`src/rtl/pipe_ctrl.sv`:
```
// Pipeline sequencing controller: merges stage stall requests and the MEM-stage
// exception into per-register stall/flush vectors, defers redirects behind I-fetch.
module pipe_ctrl #(
    parameter logic [31:0] RESET_PC = 32'hBFC0_0000
) (
    input  logic        clk,
    input  logic        resetn,
    input  logic        req_if,
    input  logic        req_id,
    input  logic        req_ex,
    input  logic        req_mem,
    input  logic        if_busy,
    input  logic        exc_req,
    input  logic [31:0] exc_target,
    output logic [4:0]  stall,
    output logic [4:0]  flush,
    output logic        pc_redirect,
    output logic [31:0] redirect_pc,
    output logic [31:0] stall_cnt
);

    typedef enum logic [0:0] {
        ST_IDLE    = 1'b0,
        ST_WAIT_IF = 1'b1
    } state_t;

    state_t      state_r;
    logic [31:0] target_r;
    logic [31:0] stall_cnt_r;

    logic        accept_s;
    logic        active_s;
    logic [4:0]  stall_s;
    logic [4:0]  flush_s;
    logic        redirect_s;
    logic [31:0] redirect_pc_s;

    // Zero-latency stall/flush/redirect decode; outputs forced quiet while in reset.
    always_comb begin
        stall_s       = 5'b00000;
        flush_s       = 5'b00000;
        redirect_s    = 1'b0;
        redirect_pc_s = target_r;
        accept_s      = 1'b0;
        if (!resetn) begin
            stall_s    = 5'b00000;
            flush_s    = 5'b00000;
            redirect_s = 1'b0;
        end else begin
            case (state_r)
                ST_IDLE: begin
                    // A D-side stall masks the exception; MEM keeps presenting it.
                    accept_s = exc_req & ~req_mem;
                    if (accept_s) begin
                        stall_s = 5'b00001;
                        flush_s = 5'b11110;
                        if (!if_busy) begin
                            redirect_s    = 1'b1;
                            redirect_pc_s = exc_target;
                        end else begin
                            redirect_s = 1'b0;
                        end
                    end else if (req_mem) begin
                        stall_s = 5'b01111;
                        flush_s = 5'b10000;
                    end else if (req_ex) begin
                        stall_s = 5'b00111;
                        flush_s = 5'b01000;
                    end else if (req_id) begin
                        stall_s = 5'b00011;
                        flush_s = 5'b00100;
                    end else if (req_if) begin
                        stall_s = 5'b00001;
                        flush_s = 5'b00010;
                    end else begin
                        stall_s = 5'b00000;
                        flush_s = 5'b00000;
                    end
                end
                ST_WAIT_IF: begin
                    stall_s    = 5'b00001;
                    flush_s    = 5'b11110;
                    redirect_s = ~if_busy;
                end
                default: begin
                    stall_s    = 5'b00000;
                    flush_s    = 5'b00000;
                    redirect_s = 1'b0;
                end
            endcase
        end
    end

    assign active_s = (|stall_s) | (|flush_s) | (state_r != ST_IDLE);

    // Redirect FSM, captured target and free-running stall-cycle counter.
    always_ff @(posedge clk or negedge resetn) begin
        if (!resetn) begin
            state_r     <= ST_IDLE;
            target_r    <= RESET_PC;
            stall_cnt_r <= 32'd0;
        end else begin
            case (state_r)
                ST_IDLE: begin
                    if (accept_s) begin
                        target_r <= exc_target;
                        state_r  <= if_busy ? ST_WAIT_IF : ST_IDLE;
                    end else begin
                        state_r <= ST_IDLE;
                    end
                end
                ST_WAIT_IF: begin
                    if (!if_busy) begin
                        state_r <= ST_IDLE;
                    end else begin
                        state_r <= ST_WAIT_IF;
                    end
                end
                default: begin
                    state_r <= ST_IDLE;
                end
            endcase
            if (active_s) begin
                stall_cnt_r <= stall_cnt_r + 32'd1;
            end else begin
                stall_cnt_r <= stall_cnt_r;
            end
        end
    end

    assign stall       = stall_s;
    assign flush       = flush_s;
    assign pc_redirect = redirect_s;
    assign redirect_pc = redirect_pc_s;
    assign stall_cnt   = stall_cnt_r;

endmodule

```
`config.mk`:
```
export PLATFORM = sky130hd
export DESIGN_NAME = pipe_ctrl
export DESIGN_NICKNAME = d
export VERILOG_FILES = /design/src/rtl/pipe_ctrl.sv
export SDC_FILE = /design/constraint.sdc
export NUM_CORES = 1
export LEC_CHECK = 0
export BUFFER_PORTS_ARGS = -buffer_cell sky130_fd_sc_hd__buf_2
export CAP_MARGIN = 0
export CORE_AREA = 5 5 90 92
export DETAILED_ROUTE_END_ITERATION = 8
export DIE_AREA = 0 0 95 97
export GPL_TIMING_DRIVEN = 0
export HOLD_SLACK_MARGIN = 0.02
export PLACE_DENSITY = 0.76
export SYNTH_ARGS = -nofsm -noshare
export SYNTH_HDL_FRONTEND = slang
export SYNTH_SLANG_ARGS = --single-unit
```
`constraint.sdc`:
```
create_clock -name clk -period 2.15 [get_ports clk]
set_input_delay 0.3225 -clock clk [delete_from_list [all_inputs] [get_ports clk]]
set_output_delay 0.3225 -clock clk [all_outputs]
set_load 0.05 [all_outputs]
```
-- Word level (Yosys, flattened, before mapping)
Cells that the tools add are included.
- logic and storage cells: 40
- input port bits: 40
- bits in latches: 0
- output and inout port bits: 75
- memories kept: 0
- flip-flop bits (word level): 65
- bits in writable memories: 0
- ROM bits: 0
- multiply operators: 0
- div/mod/pow operators: 0
- shift operators: 0
- add/subtract/negate cells: 1
- eq/ne operators: 0
- order comparisons: 0
- reductions and logical operators: 3
- mux-type cells: 27
- bitwise logic cells: 6
- operators by type and width (cell ; count):
    two-way mux 32 bit ; 4
    adder 32 x 1 -> 32 bit (second input constant) ; 1
    two-way mux 5 bit ; 4
    one-hot mux 5 bit (2 select lines) ; 2
    two-way mux 4 bit ; 3
    OR reduction 5 bit ; 2
    two-way mux 1 bit ; 8
    two-way mux 3 bit ; 2
    two-way mux 2 bit ; 2
    one-hot mux 1 bit (2 select lines) ; 2
    NOT 1 bit ; 3
    bitwise OR 1 bit ; 2
    AND reduction 2 bit ; 1
    AND 1 bit ; 1

-- Longest topological paths before layout
Gate-level depths: netlist (run 1).
- depth after elaboration: 10
- mapped depth: 8
- mapped depth without buffers: 6

-- Worst setup path before layout (run 1)
OpenSTA, ideal clock, no wires.
- path type: reg2out
- from: register state_r
- to: output port pc_redirect
- arrival time: 1.697 ns
- path buffers: 1
- setup slack: 0.131 ns
- cell stages (with the launch flop): 4
- required time: 1.827 ns
- path through: dfrtp_1 > clkbuf_2 > nor2_1 > nor3b_1
- cells in the longest elaborated chain, start to end: 3
- ends and longest elaborated chain (item ; line ; text):
    start: declaration ; 27 ; state_t state_r;
    start signal: assignment ; 107 ; state_r <= if_busy ? ST_WAIT_IF : ST_IDLE;
    NOT 1 bit ; n/a ;
    one-hot mux 1 bit (2 select lines) (*) ; 50 ; case (state_r)
    two-way mux 1 bit (*) ; 45 ; if (!resetn) begin
    end: declaration ; 17 ; output logic pc_redirect,
Every way passes the cells marked *; elsewhere a longest branch is shown, timed or not.

-- Final worst setup path (run 1)
- from: register state_r
- to: output port redirect_pc[16]
- cells in the longest elaborated chain, start to end: 2
- ends and longest elaborated chain (item ; line ; text):
    two-way mux 32 bit ; 50 ;
    two-way mux 32 bit ; 45 ;
    end: declaration ; 18 ; output logic [31:0] redirect_pc,
No other way between the ends.

==> out/results.ini, run 1 <==
[status]
run_status=finished with violations
violations=setup timing

[clock_network]
cts_made_buffers=9
cts-root-buf=clkbuf_8
cts.path.max_buffers=2
clock_sinks=65
cts_max_level=3
clk_pin_slew_ns=0.08
cts_tree=done
clock_latency_ns=0.33

[placed_design]
hpwl_um=5437
place_ws_ns=-0.9111
gp_congestion=0.7930
io_buffers=112

[floorplan]
die_h_um=97
fp.dieW_um=95
core_um2=7137
start_util_pct=48.51
rows=31
die_area_um2=9215
io_pins=115

[worst_setup_path]
critPathMaxFanout=5
max_stage_delay_ns=0.43
required_ns=1.83
slowest_stage=dfrtp_2
crit_path_cell_trace=nor2b_4 > and2_4 > nor2b_4 > buf_8 > buf_12 > buf_12 > mux2_4 > buf_6
cp-startpoint=state_r
r2r-start=stall_cnt[0]
crit_type=reg2out
end_kind=output pin
cp.arrival_ns=1.98
start_kind=flip-flop

[min_path]
hp-class=in2reg
hp-start=exc_target[30]

[timing]
min_period_ns=2.300
worst_pin_slew_ns=1.085
drv_slew=0
rsz0062_at_grt=yes
fin_skew_ns=0.006399
slew_headroom_pct=27.40
hold_slack_ns=0.2334
period_share_pct=107.0
finalSetupViolCount=32
hold_viol=0
fin_ws_ns=-0.1495
fmax_mhz=434.9

[power]
switchingPower_uw=1701
ir_drop_v=0.0006486
pwr-share-comb_pct=40.0
p_clk_share_pct=24.7
p_int_uw=2818
leakage_uw=0.002328
sw_frac_of_total_pct=37.64
powerDensity_nw_per_um2=950.8
power_frac_seq_pct=35.3

[yosys]
synth_edf_count=0
synthesis.area_um2=3462
ys_types=33
syn_inst=273
synth_flop_cell=dfrtp_1
ys_async_sr_fraction_pct=100.0
ys_seq_area_share_pct=47.31
ys_warn_count=0
syn_avg_cell_area_um2=12.68
yosys_register_bits=65

[grt]
grt_use_total_pct=18.56
grt-ovfl-total=0
grt_pass1_vias=2793
antenna_found_initial=0
grt_max_degree=34
grt_first_pass_wirelength_um=13660

[final_layout]
finalNetCount=448
fillers=545
antenna_cells=0
drive_gt1_share_pct=57.04
area_delta_synth_final_pct=37.26

[drt]
firstDrtPassIters=4
ant_nets=0
via_count=2553
dr.first_iter.drc_count=53
viasPerCell=4.996
drc=0
detail_route.wl_per_cell_um=16.17
wl_um=8265

[flow_run]
max_cap_violations=0

logic make-up after synthesis:
kind of cell / after synthesis / synth area share, %
simple gates: 84 / 14.13
compound gates: 9 / 1.663
buf+inv: 17 / 4.192
xor+xnor: 31 / 7.842
fa+ha+maj: 1 / 0.3613
flops: 65 / 47.31
mux: 65 / 24.39
other cells: 1 / 0.1083
per-stage QoR:
stage	area [um^2]	utilization, %	total power [uW]	setup TNS, ns	instances
finish	4752	66.58	4518	-3.075	511
CTS	4792	67.15	4528	-4.220	511
floorplan	3466	-	2829	0	274
detailed placement	4153	58.19	3167	-47.52	485
global route	4752	66.58	4705	-5.073	511
global placement	4150	58.15	3131	-98.46	485
layer usage:
metal / GRT usage (%) / routed length, um / vias to the layer above
met2: 30.97 / 4007 / 87
li1: - / - / 1207
met5: 0 / 0 / -
met4: 5.771 / 106 / 0
met3: 4.810 / 609 / 12
met1: 23.29 / 3542 / 1247
layout make-up:
cell class	instances	area [um^2]	share of cell area, %
clock inverter	6	82.58	1.738
multi-input combinational	192	1690	35.57
buffer	10	112.6	2.370
timing repair buffer	125	960.9	20.22
tap	99	123.9	2.607
inverter	4	15.01	0.3160
clock buffer	10	127.6	2.686
sequential	65	1639	34.49
power by group through the flow:
stage / Sequential (uW) / Clock, uW / Combinational [uW]
6_report: 1600 / 1120 / 1810
3_3_place_gp: 1590 / 0 / 1540
3_5_place_dp: 1610 / 0 / 1560
5_1_grt: 1620 / 1190 / 1890
4_1_cts: 1590 / 1130 / 1810
2_1_floorplan: 1790 / 0 / 1030
final timing paths:
kind / slack, ns / endpoint / cells after the start
worst max-delay path: -0.15 / redirect_pc[16] / 8
worst min-delay path: 0.23 / target_r[30] / 2
worst max register to register: 0.31 / stall_cnt[30] / 6
worst min register to register: 0.48 / stall_cnt[31] / 1
max in group asynchronous: 0.73 / stall_cnt[28] / 2
min in group asynchronous: 0.59 / target_r[21] / 2
Yosys cell counts (2+ instances only):
cell / n / share of area [%]
nand4_2: 2 / 0.72
nand3_1: 12 / 1.7
mux2_2: 35 / 11
nor2b_1: 3 / 0.54
nand4_1: 7 / 1.3
buf_12: 3 / 1.7
nor3_1: 5 / 0.72
and3_1: 2 / 0.36
buf_2: 4 / 0.58
nor4_4: 2 / 1.2
buf_6: 2 / 0.65
nor2b_4: 2 / 0.80
o21a_1: 5 / 1.1
nor3_2: 3 / 0.87
dfrtp_1: 56 / 40
mux2_4: 30 / 13
dfstp_2: 9 / 6.8
xor2_1: 14 / 3.5
buf_4: 3 / 0.65
and2_1: 3 / 0.54
and2_4: 2 / 0.51
inv_1: 4 / 0.43
nor2_1: 23 / 2.5
nand2_1: 14 / 1.5
xnor2_1: 17 / 4.3
a21oi_1: 4 / 0.58
worst max-delay path, delay by kind of cell (launching register included):
| kind | cells | cell delay (ns) |
|---|---|---|
| multiplexers | 1 | 0.30 |
| AND/OR/NAND/NOR | 3 | 0.40 |
| buffers and inverters | 4 | 0.51 |
| flip-flops | 1 | 0.43 |
flip-flops by register name, indices dropped and copies added, names as in the netlist:
register	flops
target_r	32
state_r	1
stall_cnt	32
what timing repair did:
item                                    4_1_cts  5_1_grt
gates resized for setup                      80        0
gates cloned                                  3        0
setup buffers                                 7        2
hold buffers                                  3        0
endpoints found under the hold margin        56        0
endpoints found under the setup margin       59       32
layout by cell type, fill, tap and decap left out, drive strengths merged, types with 10 or more instances in the layout:
master / instances
dfrtp: 56
buf: 131
nand2: 14
clkbuf: 10
xor2: 14
xnor2: 17
nand3: 12
mux2: 65
nor2: 24
No activity file was read; power rests on OpenSTA's default activity.
==> run 2: changes to the inputs <==
Settings changed: CAP_MARGIN 0 to default.
Clock period 2.15 ns to 2.9 ns, I/O delays scaled along.
==> out/results.ini, run 2 (synthesized netlist as in run 1, its figures left out) <==
[grt]
grt_max_degree=57  ; was 34
grt_first_pass_wirelength_um=12180  ; was 13,660 um
grt_use_total_pct=16.38  ; was 18.56%
grt_pass1_vias=2608  ; was 2,793
antenna_found_initial=0  ; unchanged
grt-ovfl-total=0  ; unchanged

[worst_setup_path]
max_stage_delay_ns=0.36  ; was 0.43 ns
required_ns=2.47  ; was 1.83 ns
start_kind=flip-flop  ; unchanged
cp.arrival_ns=2.23  ; was 1.98 ns
end_kind=output pin  ; unchanged
crit_type=reg2out  ; unchanged
crit_path_cell_trace=clkbuf_2 > nor2b_4 > and2_4 > buf_6 > nor2b_4 > buf_6 > buf_12 > mux2_4 > buf_2  ; was nor2b_4 > and2_4 > nor2b_4 > buf_8 > buf_12 > buf_12 > mux2_4 > buf_6
slowest_stage=dfrtp_1  ; was dfrtp_2
critPathMaxFanout=10  ; was 5

[timing]
drv_slew=0  ; unchanged
rsz0062_at_grt=no  ; was yes
hold_viol=0  ; unchanged
fmax_mhz=374.7
period_share_pct=92.03
min_period_ns=2.669
fin_skew_ns=0.008372  ; was 0.006399 ns
hold_slack_ns=0.06780  ; was 0.2334 ns
finalSetupViolCount=0  ; was 32

[drt]
via_count=2452  ; was 2,553
detail_route.wl_per_cell_um=14.41  ; was 16.17 um
firstDrtPassIters=4  ; unchanged
wl_um=7236  ; was 8265 um
viasPerCell=4.884  ; was 4.996
dr.first_iter.drc_count=62  ; was 53
drc=0  ; unchanged
ant_nets=0  ; unchanged

[clock_network]
cts.path.max_buffers=2  ; unchanged
cts_max_level=3  ; unchanged
clock_sinks=65  ; unchanged
cts_made_buffers=9  ; unchanged
clock_latency_ns=0.33  ; about the same
cts_setup_buffers=0  ; was 7
clk_pin_slew_ns=0.08  ; about the same
cts-root-buf=clkbuf_8  ; unchanged
cts_tree=done  ; unchanged

[placed_design]
hpwl_um=5437  ; unchanged
io_buffers=112  ; unchanged
gp_congestion=0.7930  ; unchanged
post-place-cells=485  ; unchanged

[min_path]
hp-class=in2async  ; was in2reg

[power]
ir_drop_v=0.0004787  ; was 0.0006486 V
powerDensity_nw_per_um2=715.1  ; was 950.8 nW/um^2
leakage_uw=0.002190  ; was 0.002328 uW

[floorplan]
die_h_um=97  ; unchanged
io_pins=115  ; unchanged
start_util_pct=48.51  ; unchanged
core_um2=7137  ; unchanged
rows=31  ; unchanged
fp.dieW_um=95  ; unchanged
die_area_um2=9215  ; unchanged

[final_layout]
antenna_cells=0  ; unchanged
instances_no_fill=502  ; was 511
final_common_cell=buf_2  ; unchanged
mostFrequentLayoutCells=115 x buf_2, 56 x dfrtp_1, 35 x mux2_2  ; was 82 x buf_2, 55 x dfrtp_1, 33 x mux2_2
area_delta_synth_final_pct=27.18  ; was 37.26%
drive_gt1_share_pct=56.58  ; was 57.04%
finalNetCount=439  ; was 448
seqCellArea_um2=1638  ; was 1639 um^2
multi_input_area_um2=1683  ; was 1690 um^2
fillers=625  ; was 545

[status]
run_status=complete, no violations  ; was finished with violations

[flow_run]
max_cap_violations=0  ; unchanged

-- run 2: cell types whose count changed in the layout (fill, tap and decap cells not counted), sizes merged --
cell         change
clkbuf           +1
dlygate4sd3      -3
bufbuf           -1
buf              -6
-- run 2: through the flow --
| stage | setup WS, ns | setup TNS (ns) | power (uW) | util (%) | instance area [um^2] |
|---|---|---|---|---|---|
| after floorplan | 0.6837 | 0 | 2097 | - | 3466 |
| after global placement | -0.8800 | -37.33 | 2321 | 58.15 | 4150 |
| after detailed placement | -0.3861 | -11.80 | 2348 | 58.19 | 4153 |
| after CTS | 0.2017 | 0 | 3180 | 61.69 | 4403 |
| after global routing | 0.1243 | 0 | 3297 | 61.69 | 4403 |
| final | 0.2311 | 0 | 3149 | 61.69 | 4403 |
-- run 2: path summary, 6_finish.rpt --
kind	start	end	cells past startpoint	slack (ns)
min reg2reg	stall_cnt[31]	stall_cnt[31]	1	0.48
max	state_r	redirect_pc[15]	9	0.23
min in group clk	exc_target[30]	target_r[30]	2	0.34
min	resetn	target_r[26]	1	0.07
max reg2reg	stall_cnt[0]	stall_cnt[30]	6	1.08
max in group asynchronous	resetn	stall_cnt[14]	2	2.55
-- run 2: where the power goes --
group	internal, uW	switching, uW
Sequential	1070	106
Combinational	394	759
Clock	480	342
Total	1940	1210
-- run 2: layout make-up --
| cell class | instances | area share [%] |
|---|---|---|
| flip-flops and latches | 65 | 37.20 |
| clock inverters | 6 | 1.876 |
| plain buffers | 13 | 2.955 |
| inverters | 4 | 0.3410 |
| well taps | 99 | 2.813 |
| repair buffers | 113 | 13.70 |
| multi-input cells | 192 | 38.22 |
| clock buffers | 10 | 2.899 |
-- run 2: per-layer routing --
layer	track usage (%)	share of wire [%]	up-vias
met4	5.882	1.2	0
met1	20.61	43	1167
met2	27.06	48	89
met5	0	0	-
li1	-	-	1186
met3	3.957	7.8	10
-- run 2: critical path, delay by kind of cell (launching register included) --
kind	cells	cell delay (ns)
buffers and inverters	5	0.78
and+or+nand+nor	3	0.44
DFF	1	0.36
muxes	1	0.31
-- run 2: what timing repair did --
action / CTS / global route
hold endpoints to repair: 56 / 0
hold buffers: 1 / 0
setup endpoints to repair: 32 / 0
gates resized for setup: 3 / 0
==> run 3: changes to the inputs <==
Settings changed: RECOVER_POWER from default to 100.
==> out/results.ini, run 3 (synthesized netlist as in run 1, its figures left out) <==
[clock_network]
cts_made_buffers=9  ; unchanged
cts.path.max_buffers=2  ; unchanged
clk_pin_slew_ns=0.08  ; about the same
clock_sinks=65  ; unchanged
cts_tree=done  ; unchanged
cts-root-buf=clkbuf_8  ; unchanged
cts_max_level=3  ; unchanged
clock_latency_ns=0.33  ; about the same

[drt]
viasPerCell=4.894  ; was 4.884
drc=0  ; unchanged
dr.first_iter.drc_count=48  ; was 62
detail_route.wl_per_cell_um=14.39  ; was 14.41 um
firstDrtPassIters=4  ; unchanged
ant_nets=0  ; unchanged
via_count=2457  ; was 2,452
wl_um=7225  ; was 7236 um

[timing]
fin_ws_ns=0.1845  ; was 0.2311 ns
finalSetupViolCount=0  ; unchanged
drv_slew=0  ; unchanged
hold_viol=0  ; unchanged
fin_skew_ns=0.009094  ; was 0.008372 ns
fmax_mhz=368.3  ; was 374.7 MHz
worst_pin_slew_ns=1.396
slew_headroom_pct=6.956
min_period_ns=2.716  ; was 2.669 ns
rsz0062_at_grt=no  ; unchanged
hold_slack_ns=0.05547  ; was 0.06780 ns
tns_ns=0  ; unchanged
period_share_pct=93.64  ; was 92.03%

[worst_setup_path]
critPathMaxFanout=10  ; unchanged
start_kind=flip-flop  ; unchanged
crit_type=reg2out  ; unchanged
required_ns=2.47  ; about the same
end_kind=output pin  ; unchanged
cp.arrival_ns=2.28  ; was 2.23 ns

[floorplan]
die_h_um=97  ; unchanged
fp.dieW_um=95  ; unchanged
io_pins=115  ; unchanged
start_util_pct=48.51  ; unchanged
rows=31  ; unchanged
core_um2=7137  ; unchanged
die_area_um2=9215  ; unchanged

[power]
ir_drop_v=0.0004810  ; was 0.0004787 V
powerDensity_nw_per_um2=730.6  ; was 715.1 nW/um^2
p_total_uw=3125  ; was 3149 uW
leakage_uw=0.001975  ; was 0.002190 uW

[placed_design]
hpwl_um=5437  ; unchanged
io_buffers=112  ; unchanged
place_area_um2=4153  ; unchanged
gp_congestion=0.7930  ; unchanged
place_ws_ns=-0.3861  ; unchanged

[grt]
grt_use_total_pct=16.38  ; unchanged
grt_first_pass_wirelength_um=12180  ; unchanged
grt_max_degree=57  ; unchanged
grtUsageMet2_pct=27.06  ; unchanged
grt_use_met1_pct=20.61  ; unchanged
busiest_layer=met2  ; unchanged
antenna_found_initial=0  ; unchanged
grt-ovfl-total=0  ; unchanged
grt_pass1_vias=2608  ; unchanged
met3_usage_pct=3.957  ; unchanged

[final_layout]
finalNetCount=439  ; unchanged
final_common_cell=buf_2  ; unchanged
area_delta_synth_final_pct=23.53  ; was 27.18%
fillers=665  ; was 625
antenna_cells=0  ; unchanged
design_area_um2=4277  ; was 4403 um^2
mostFrequentLayoutCells=70 x buf_2, 56 x dfrtp_1, 46 x clkbuf_1  ; was 115 x buf_2, 56 x dfrtp_1, 35 x mux2_2
drive_gt1_share_pct=43.67  ; was 56.58%

[status]
run_status=complete, no violations  ; unchanged

[flow_run]
max_cap_violations=0  ; unchanged

[min_path]
hp-class=in2async  ; unchanged

-- run 3: worst paths after layout --
check / from / endpoint / slack [ns] / cells after the start
worst max register to register: state_r / stall_cnt[15] / 0.58 / 6
max in group asynchronous: resetn / stall_cnt[17] / 1.49 / 2
worst max-delay path: state_r / redirect_pc[15] / 0.18 / 9
worst min-delay path: resetn / target_r[26] / 0.06 / 1
min in group clk: exc_target[30] / target_r[30] / 0.34 / 2
worst min register to register: stall_cnt[24] / stall_cnt[24] / 0.49 / 1
-- run 3: repair_timing --
action	CTS	global route
buffers inserted	0	0
endpoints found under the hold margin	56	0
hold buffers	1	0
setup endpoints to repair	32	0
resized for setup	3	0
-- run 3: area by class of cell --
cell class / count / area (um^2) / area share [%]
repair buffers: 113 / 529.3 / 12.38
clock inverters: 6 / 82.58 / 1.931
flip-flops and latches: 65 / 1638 / 38.30
multi-input cells: 192 / 1638 / 38.30
well taps: 99 / 123.9 / 2.896
inverters: 4 / 15.01 / 0.3511
clock buffers: 10 / 127.6 / 2.984
plain buffers: 13 / 122.6 / 2.867
-- run 3: worst max-delay path, stage by stage (launching register included) --
cell	delay (ns)
dfrtp_1	0.36
clkbuf_1	0.20
nor2b_4	0.18
and2_4	0.15
buf_6	0.11
nor2b_4	0.13
buf_6	0.14
buf_12	0.15
mux2_4	0.31
buf_2	0.21
-- run 3: layer usage --
layer / vias up / routed length (um)
met5: - / 0
met3: 11 / 548
met4: 0 / 106
li1: 1186 / -
met2: 87 / 3525
met1: 1173 / 3046
-- run 3: per-stage QoR --
step | util, % | std cells
3_3_place_gp | 58.15 | 485
3_5_place_dp | 58.19 | 485
4_1_cts | 61.69 | 502
5_1_grt | 59.92 | 502
6_report | 59.92 | 502
2_1_floorplan | - | 274
-- run 3: report_power, final --
group	internal (uW)	total (uW)	switching [uW]
clock	480	820	341
sequential	1070	1180	108
combinational	372	1130	756
total	1920	3120	1200
